--- src/rtl/util_pkg.sv ---
// Shared constants and helpers for the debounce block.
//   DEF_NSYNC, DEF_STABLE_CYCLES, DEF_HOLD_CYCLES : default parameter values
//   cnt_width(n) : bits needed to index n states (minimum 1)
package util_pkg;

  localparam int DEF_NSYNC         = 3;
  localparam int DEF_STABLE_CYCLES = 650000;
  localparam int DEF_HOLD_CYCLES   = 50000000;

  // Width of a counter that must hold values 0..n-1.
  function automatic int cnt_width(input int n);
    if (n <= 2) return 1;
    return $clog2(n);
  endfunction

endpackage

--- src/rtl/debounce_chan.sv ---
// One debounce channel: synchroniser chain, candidate level with stability
// counter, debounced level, one-cycle rise/fall pulses, optional long-press.
// Optional feature macro: DEBOUNCE_LONG_PRESS_EN (hold counter + long_press).
// Ports:
//   clk, reset  : clock, synchronous active-high reset
//   in          : raw asynchronous input
//   mask        : 1 = clean/rise/fall/long_press frozen; sync and counter still run
//   clean       : debounced level (registered)
//   rise, fall  : registered one-cycle pulses on clean 0->1 / 1->0
//   rise_next   : value rise takes at the next edge (for the bank-wide OR)
//   fall_next   : value fall takes at the next edge
//   long_press  : one-cycle pulse when clean has been 1 for HOLD_CYCLES unmasked cycles
module debounce_chan
  import util_pkg::*;
#(
  parameter int NSYNC         = DEF_NSYNC,
  parameter int STABLE_CYCLES = DEF_STABLE_CYCLES,
  parameter int HOLD_CYCLES   = DEF_HOLD_CYCLES
) (
  input  logic clk,
  input  logic reset,
  input  logic in,
  input  logic mask,
  output logic clean,
  output logic rise,
  output logic fall,
  output logic rise_next,
  output logic fall_next,
  output logic long_press
);

  localparam int            CW      = cnt_width(STABLE_CYCLES);
  localparam logic [CW-1:0] CNT_MAX = CW'(STABLE_CYCLES - 1);

  logic [NSYNC-1:0] sync_q;
  logic             synced;
  logic             candidate;
  logic [CW-1:0]    count;
  logic             saturated;
  logic             update;

  assign synced = sync_q[NSYNC-1];

  // Saturated means synced has matched the candidate for STABLE_CYCLES edges.
  assign saturated = (synced == candidate) && (count == CNT_MAX);
  assign update    = saturated && !mask && (clean != candidate);
  assign rise_next = update && candidate;
  assign fall_next = update && !candidate;

  always_ff @(posedge clk) begin
    if (reset) begin
      sync_q    <= '0;
      candidate <= 1'b0;
      count     <= '0;
      clean     <= 1'b0;
      rise      <= 1'b0;
      fall      <= 1'b0;
    end else begin
      sync_q <= {sync_q[NSYNC-2:0], in};
      if (synced != candidate) begin
        candidate <= synced;
        count     <= '0;
      end else if (count != CNT_MAX) begin
        count <= count + 1'b1;
      end
      if (update) clean <= candidate;
      rise <= rise_next;
      fall <= fall_next;
    end
  end

`ifdef DEBOUNCE_LONG_PRESS_EN
  localparam int            HW       = cnt_width(HOLD_CYCLES + 1);
  localparam logic [HW-1:0] HOLD_MAX = HW'(HOLD_CYCLES);

  logic [HW-1:0] hold;

  // Counter saturates at HOLD_MAX so each press yields one pulse; it keeps
  // its value while masked and only clears once clean drops.
  always_ff @(posedge clk) begin
    if (reset) begin
      hold       <= '0;
      long_press <= 1'b0;
    end else begin
      long_press <= 1'b0;
      if (!clean) begin
        hold <= '0;
      end else if (!mask && (hold != HOLD_MAX)) begin
        hold <= hold + 1'b1;
        if (hold == HOLD_MAX - 1'b1) long_press <= 1'b1;
      end
    end
  end
`else
  // No hold logic in this build; the parameter is kept in the expression so
  // both builds share one parameter list.
  assign long_press = 1'b0 & (HOLD_CYCLES > 0);
`endif

endmodule

--- src/rtl/debounce_bank.sv ---
// N-channel synchronise + debounce + edge-event bank for buttons/switches.
// Optional feature macro: DEBOUNCE_LONG_PRESS_EN (per-channel long-press pulse).
// Handshake: none; all outputs are registered levels/pulses valid every cycle.
// Ports:
//   clk, reset  : clock, synchronous active-high reset
//   in[N_CH]    : raw asynchronous inputs
//   mask[N_CH]  : 1 = channel frozen (clean held, no events)
//   clean[N_CH] : debounced levels
//   rise[N_CH]  : one-cycle pulse on clean 0->1
//   fall[N_CH]  : one-cycle pulse on clean 1->0
//   any_event   : OR of all rise|fall, asserted in the same cycle as them
//   long_press[N_CH] : one-cycle hold-threshold pulse (0 when the macro is off)
module debounce_bank
  import util_pkg::*;
#(
  parameter int N_CH          = 4,
  parameter int NSYNC         = DEF_NSYNC,
  parameter int STABLE_CYCLES = DEF_STABLE_CYCLES,
  parameter int HOLD_CYCLES   = DEF_HOLD_CYCLES
) (
  input  logic            clk,
  input  logic            reset,
  input  logic [N_CH-1:0] in,
  input  logic [N_CH-1:0] mask,
  output logic [N_CH-1:0] clean,
  output logic [N_CH-1:0] rise,
  output logic [N_CH-1:0] fall,
  output logic            any_event,
  output logic [N_CH-1:0] long_press
);

  logic [N_CH-1:0] rise_next;
  logic [N_CH-1:0] fall_next;

  for (genvar g = 0; g < N_CH; g++) begin : g_chan
    debounce_chan #(
      .NSYNC        (NSYNC),
      .STABLE_CYCLES(STABLE_CYCLES),
      .HOLD_CYCLES  (HOLD_CYCLES)
    ) u_chan (
      .clk       (clk),
      .reset     (reset),
      .in        (in[g]),
      .mask      (mask[g]),
      .clean     (clean[g]),
      .rise      (rise[g]),
      .fall      (fall[g]),
      .rise_next (rise_next[g]),
      .fall_next (fall_next[g]),
      .long_press(long_press[g])
    );
  end

  // Built from the channels' next-state pulses so it lines up with rise/fall.
  always_ff @(posedge clk) begin
    if (reset) any_event <= 1'b0;
    else       any_event <= |(rise_next | fall_next);
  end

endmodule

--- config.mk ---
export PLATFORM = sky130hd
export DESIGN_NAME = debounce_bank
export DESIGN_NICKNAME = d
export VERILOG_FILES = /design/src/rtl/util_pkg.sv /design/src/rtl/debounce_chan.sv /design/src/rtl/debounce_bank.sv
export SDC_FILE = /design/constraint.sdc
export NUM_CORES = 1
export LEC_CHECK = 0
export CORE_MARGIN = 4
export CORE_UTILIZATION = 54
export CTS_BUF_LIST = sky130_fd_sc_hd__clkbuf_8 sky130_fd_sc_hd__clkbuf_16
export DETAILED_ROUTE_END_ITERATION = 16
export GPL_TIMING_DRIVEN = 0
export PLACE_DENSITY = 0.75
export SLEW_MARGIN = 20
export SYNTH_ARGS = -nofsm -noshare
export SYNTH_HDL_FRONTEND = slang
export SYNTH_SLANG_ARGS = --single-unit
export TNS_END_PERCENT = 20
--- constraint.sdc ---
create_clock -name clk -period 2.4 [get_ports clk]
set_input_delay 0.24 -clock clk [delete_from_list [all_inputs] [get_ports clk]]
set_output_delay 0.24 -clock clk [all_outputs]
set_load 0.05 [all_outputs]
# Yosys cells after proc, flatten, opt, wreduce, memory -nomap -nowiden
# Index checks and enable logic that the tools add are counted.
classes:
  reduce_logical: 33
  eq_ne: 20
  addsub: 4
  bitwise_logic: 1
op_table:
  columns: ["cell", "n"]
  rows:
  - ["adder 20 x 1 -> 20 bit, second input constant", 4]
  - ["== test 20 bit, second input constant", 4]
  - ["inequality test 20 bit, second input constant", 4]
  - ["logical AND 1 bit", 20]
  - ["logical NOT 1 bit", 8]
  - ["inequality test 1 bit", 8]
  - ["OR reduction 2 bit", 4]
  - ["== test 1 bit", 4]
  - ["OR 4 bit", 1]
  - ["OR reduction 4 bit", 1]
totals:
  in_bits: 10
  regBits: 109
  elab_cells: 83

# Logic depth before layout (Yosys ltp)
depth:
  depth_word: 7
  mapped_depth: 7
  ltp_nobuf: 6

# Hierarchy
# Synthesis repeated with hierarchy kept, for this count alone.
unflattened:
  hier_cells: 572
  hier_area_um2: 5007.3
modules_own_cells:
  columns: ["module", "cells_per_inst", "n_inst", "area_each_um2"]
  rows:
  - ["debounce_chan", 142, 4, 1242.4]
  - ["debounce_bank", 4, 1, 37.5]

# Worst setup path before layout
# No wires, ideal clock.
synth_timing:
  path_kind: "register to register"
  start: "reg g_chan[0].u_chan.count[0]"
  end: "reg g_chan[0].u_chan.clean"
  path_stages_with_launch: 8
  arrival_ns: 1.804
  slack_ns: 0.462
  path_cell_list: "dfxtp_1 -> ha_1 -> and3_1 -> nand3_1 -> or4_1 -> clkbuf_1 -> o31ai_1 -> a21oi_1"
synth_between:
  elab_chain_cells: 4
synth_lines:
  columns: ["item", "line", "text"]
  rows:
  - ["from (decl)", "debounce_chan.sv:38", "logic [CW-1:0] count;"]
  - ["from (signal assigned)", "debounce_chan.sv:64", "count <= count + 1'b1;"]
  - ["== test 20 bit", "debounce_chan.sv:45", "assign saturated = (synced == candidate) && (count == CNT_MAX);"]
  - ["logical AND 1 bit", "debounce_chan.sv:45", null]
  - ["logical AND 1 bit (2 in series)", "debounce_chan.sv:46", "assign update = saturated && !mask && (clean != candidate);"]
  - ["to (signal assigned)", "debounce_chan.sv:66", "if (update) clean <= candidate;"]
  - ["to (decl)", "debounce_chan.sv:24", "output logic clean,"]
# Every way passes these cells.
# A chain may end at the register's enable or synchronous reset.

# Worst setup path after layout
layout_timing:
  start: "reg g_chan[1].u_chan.count[14]"
  end: "reg g_chan[1].u_chan.fall"
layout_between:
  elab_chain_cells: 5
layout_lines:
  columns: ["item", "line", "text"]
  rows:
  - ["from (decl)", "debounce_chan.sv:38", null]
  - ["from (signal assigned)", "debounce_chan.sv:64", null]
  - ["== test 20 bit", "debounce_chan.sv:45", null]
  - ["logical AND 1 bit", "debounce_chan.sv:45", null]
  - ["logical AND 1 bit (2 in series)", "debounce_chan.sv:46", null]
  - ["logical AND 1 bit", "debounce_chan.sv:48", "assign fall_next = update && !candidate;"]
  - ["to (signal assigned)", "debounce_chan.sv:68", "fall <= fall_next;"]
  - ["to (decl)", "debounce_chan.sv:26", "output logic fall,"]
# Every way passes these cells.

==> results by group <==
Run status
  • Status: finished, final reports clean

Layout
  • Most common cell after layout, fill and taps aside: dfxtp_1
  • Layout Cells excl Fill: 689
  • Antenna cells: 0
  • Fill cell total of the finished layout: 786
  • Final net count: 591
  • Fraction of final layout cells with drive strength greater than 1: 7.75%
  • P&R area growth vs syn: 11.9%
  • Multi-input gate area: 2420 um^2
  • Leading cell types in the layout, fill and taps excluded: dfxtp_1 (109), nor2_1 (75), xor2_1 (39)
  • Sequential standard cell area: 2180 um^2

CTS
  • CTS tree: done
  • Clock Tree Buf Depth: 2
  • Reg clk slew, reported paths: 0.10 ns
  • Root buffer cell: clkbuf_8
  • Number of H-tree levels: 3
  • TritonCTS Buffers: 9
  • TritonCTS sink count: 109
  • Number of gates resized after cts: 0
  • Setup Fix Bufs, Post-CTS: 0
  • Hold buffer count at cts: 0
  • Clock latency on the worst-skew pair: 0.37 ns

Timing
  • Setup TNS: 0 ns
  • Worst slew margin: 53.5%
  • RSZ-0062 raised after global routing: false
  • Fin Hold WS: 0.404 ns
  • Tcrit/Tclk final: 89.4%
  • Final hold violation count: 0
  • Worst-case clock skew: 0.00922 ns
  • Worst-margin pin slew: 0.691 ns
  • Post-layout min period: 2.15 ns
  • Final setup violation count: 0
  • Max-slew violation count: 0
  • Fmax: 466 MHz

Power and ir drop
  • VDD IR-drop max: 0.305 mV
  • Clock share of power: 36.0%
  • Power density over the cells: 577 nW/um^2
  • Leakage power figure: 1.89 nW
  • Power spent charging and discharging nets: 0.729 mW
  • Internal Pwr Total: 2.37 mW
  • Part of the power in registers: 59.9%
  • Total chip power: 3.10 mW
  • Fraction of power spent switching nets: 23.5%
  • Combinational fraction of design power: 4.1%

Logic synthesis
  • Synth Area per Inst: 8.88 um^2
  • Fraction of synthesized cell area taken by the top area cell type: 45.4%
  • Library cell occupying the most area in the post-synthesis netlist: dfxtp_1
  • Cell area after synthesis: 4800 um^2
  • Number of flops mapped to enable cells by yosys: 0
  • Most used flip-flop cell after synthesis: dfxtp_1
  • Library cells used by synthesis: 47
  • Most area-consuming cells after synthesis: dfxtp_1 (45%), xor2_1 (7.1%), nor2_1 (5.9%)
  • Syn Inst Count: 541
  • Yosys synthesis warning count: 0
  • Synthesized flop and latch total: 109
  • Synth async-reset ratio: 0%
  • Sequential share of the synthesized area: 45.4%

Worst setup path
  • CP required: 2.67 ns
  • Buffering stage count on the worst path with inverters included: 0
  • Arrival time reported for the critical path endpoint: 2.41 ns
  • Setup crit end kind: flip-flop
  • R2R cell count: 5
  • Cell family with most CP delay: simple AND/OR/NAND/NOR gates
  • Critical path peak fanout: 8
  • Start-to-end type of the worst setup path: flip-flop to flip-flop
  • Endpoint of the worst-slack reg-to-reg timing path: g_chan[1].u_chan.fall
  • Critical path cell sequence: and3_1, nor4bb_1, nand4_1, or2_2, nor3_1
  • Kind of start point of the critical path: flip-flop
  • Register-to-register setup slack: 0.25 ns
  • FF-to-FF Start: g_chan[1].u_chan.count[14]
  • Stage delay of the slowest cell on the critical path: 0.43 ns
  • Critical-path cell with the highest stage delay: or2_2

Place
  • Number of cells in the design after placement: 674
  • Input/output buffers: 22
  • Last weighted congestion value of the routability-driven placer: 0.825
  • Detailed-placement wirelength estimate: 6.28 mm

Floorplan
  • Width of the chip: 102 um
  • Row cnt: 34
  • Die area: 10,500 um^2
  • Starting density of the core: 55.3%
  • Number of top-level design ports: 27
  • Die Ht: 102 um
  • Area of the core: 8680 um^2

Global route
  • GR met3 Demand/Resource: 4.44%
  • Global-route track usage on met2: 30.5%
  • Final global-route overflow total: 0
  • Met1 Usage GRT: 22.9%
  • Overall global routing resource usage: 18.1%
  • Largest net degree at the start of global routing: 19
  • GRT busiest layer: met2
  • Global-route wire length before repair: 15.3 mm
  • Vias in the first global route: 3,446
  • Initial antenna violation count: 0

Run
  • Number of maximum-capacitance constraint violations: 0

Min path
  • Hold Path Sink: g_chan[0].u_chan.sync_q[0]
  • Cell depth of the worst hold path: 2
  • Hold_sp: in[0]
  • Worst min-delay path category: primary input to flip-flop

Routing
  • Wire length after detailed routing: 8.79 mm
  • Detailed-routing iteration count for the pre-antenna-repair pass: 4
  • Number of routed nets with antenna violations: 0
  • Wirelength per Cell: 12.8 um
  • Post-detailed-route DRC marker count: 0
  • Count of routing violations after the opening detailed-route iteration: 108
  • Vias: 3,793
  • Via-to-Cell Ratio: 5.51
-- state kept, by name (all words and copies together) (netlist names) --
name                     flops
g_chan.u_chan.count         80
g_chan.u_chan.sync_q        12
g_chan.u_chan.candidate      4
g_chan.u_chan.clean          4
g_chan.u_chan.fall           4
g_chan.u_chan.rise           4
any_event                    1
-- stage by stage --
step | cell area (um^2) | setup WS (ns) | util (%)
final | 5370 | 0.254 | 61.9
after detailed placement | 5170 | 0.262 | 59.6
after CTS | 5370 | 0.228 | 61.8
after global routing | 5370 | 0.0469 | 61.9
after floorplan | 4810 | 0.462 | -
after global placement | 5170 | 0.279 | 59.6
-- layout make-up --
type | count | area share [%]
timing repair buffer | 22 | 4.10
sequential | 109 | 40.6
inverter | 9 | 0.629
multi-input combinational | 393 | 45.0
tap | 108 | 2.52
buffer | 33 | 3.45
clock buffer | 9 | 2.31
clock inverter | 6 | 1.35
-- kinds of logic (layout without fill, tap and decap cells) --
| logic type | Yosys count | count (layout) | synth area share, % |
|---|---|---|---|
| AO/OA/AOI/OAI | 43 | 43 | 5.68 |
| XOR/XNOR | 56 | 56 | 10.2 |
| adder cells (fa/ha/maj) | 4 | 4 | 1.04 |
| buffers and inverters | 42 | 79 | 4.56 |
| flip-flops | 109 | 109 | 45.4 |
| multiplexers | 9 | 9 | 1.90 |
| other | 1 | 4 | 0.0781 |
| AND/OR/NAND/NOR | 277 | 277 | 31.1 |
-- synthesized netlist by cell type, types with 2 or more instances --
cell and number:
dfxtp_1 109, nor2_1 75, xor2_1 39, nand2_1 34, nand3_1 31, nand4_1 23
a21oi_1 18, xnor2_1 17, buf_4 16, clkbuf_1 16, nor2b_1 16, nor4_1 16
nor3_1 15, or3_1 14, and3_1 11, o21ai_0 10, inv_1 9, mux2i_1 8
and4_1 7, nand2b_1 5, or2_2 5, and4b_1 4, ha_1 4, nor4bb_1 4
o21bai_1 4, and2_1 3, nor3b_1 3, a31oi_1 2, nand3b_1 2, nor4b_1 2
o31ai_1 2, or4_1 2
-- metal layers --
layer  vias up  share of wire (%)
li1       1949                  -
met1      1770                 46
met2        56                 48
met3        18                3.8
met4         0                1.7
met5         -                  0
-- power groups by stage --
stage	clock, mW	combinational, mW	sequential (mW)
after global routing	1.21	0.144	1.86
after global placement	0	0.123	1.90
after floorplan	0	0.0902	1.89
after CTS	1.14	0.129	1.86
after detailed placement	0	0.128	1.90
final	1.12	0.126	1.86
-- worst max-delay path by stage --
stage / cells after the start / startpoint / endpoint
after floorplan: 7 / g_chan[0].u_chan.count[0] / g_chan[0].u_chan.clean
after global placement: 6 / g_chan[0].u_chan.count[0] / g_chan[0].u_chan.fall
after detailed placement: 6 / g_chan[0].u_chan.count[0] / g_chan[0].u_chan.fall
after CTS: 6 / g_chan[0].u_chan.count[0] / g_chan[0].u_chan.fall
after global routing: 5 / g_chan[1].u_chan.count[14] / g_chan[1].u_chan.rise
final: 5 / g_chan[1].u_chan.count[14] / g_chan[1].u_chan.fall
Power figures use the tool's default switching activity.
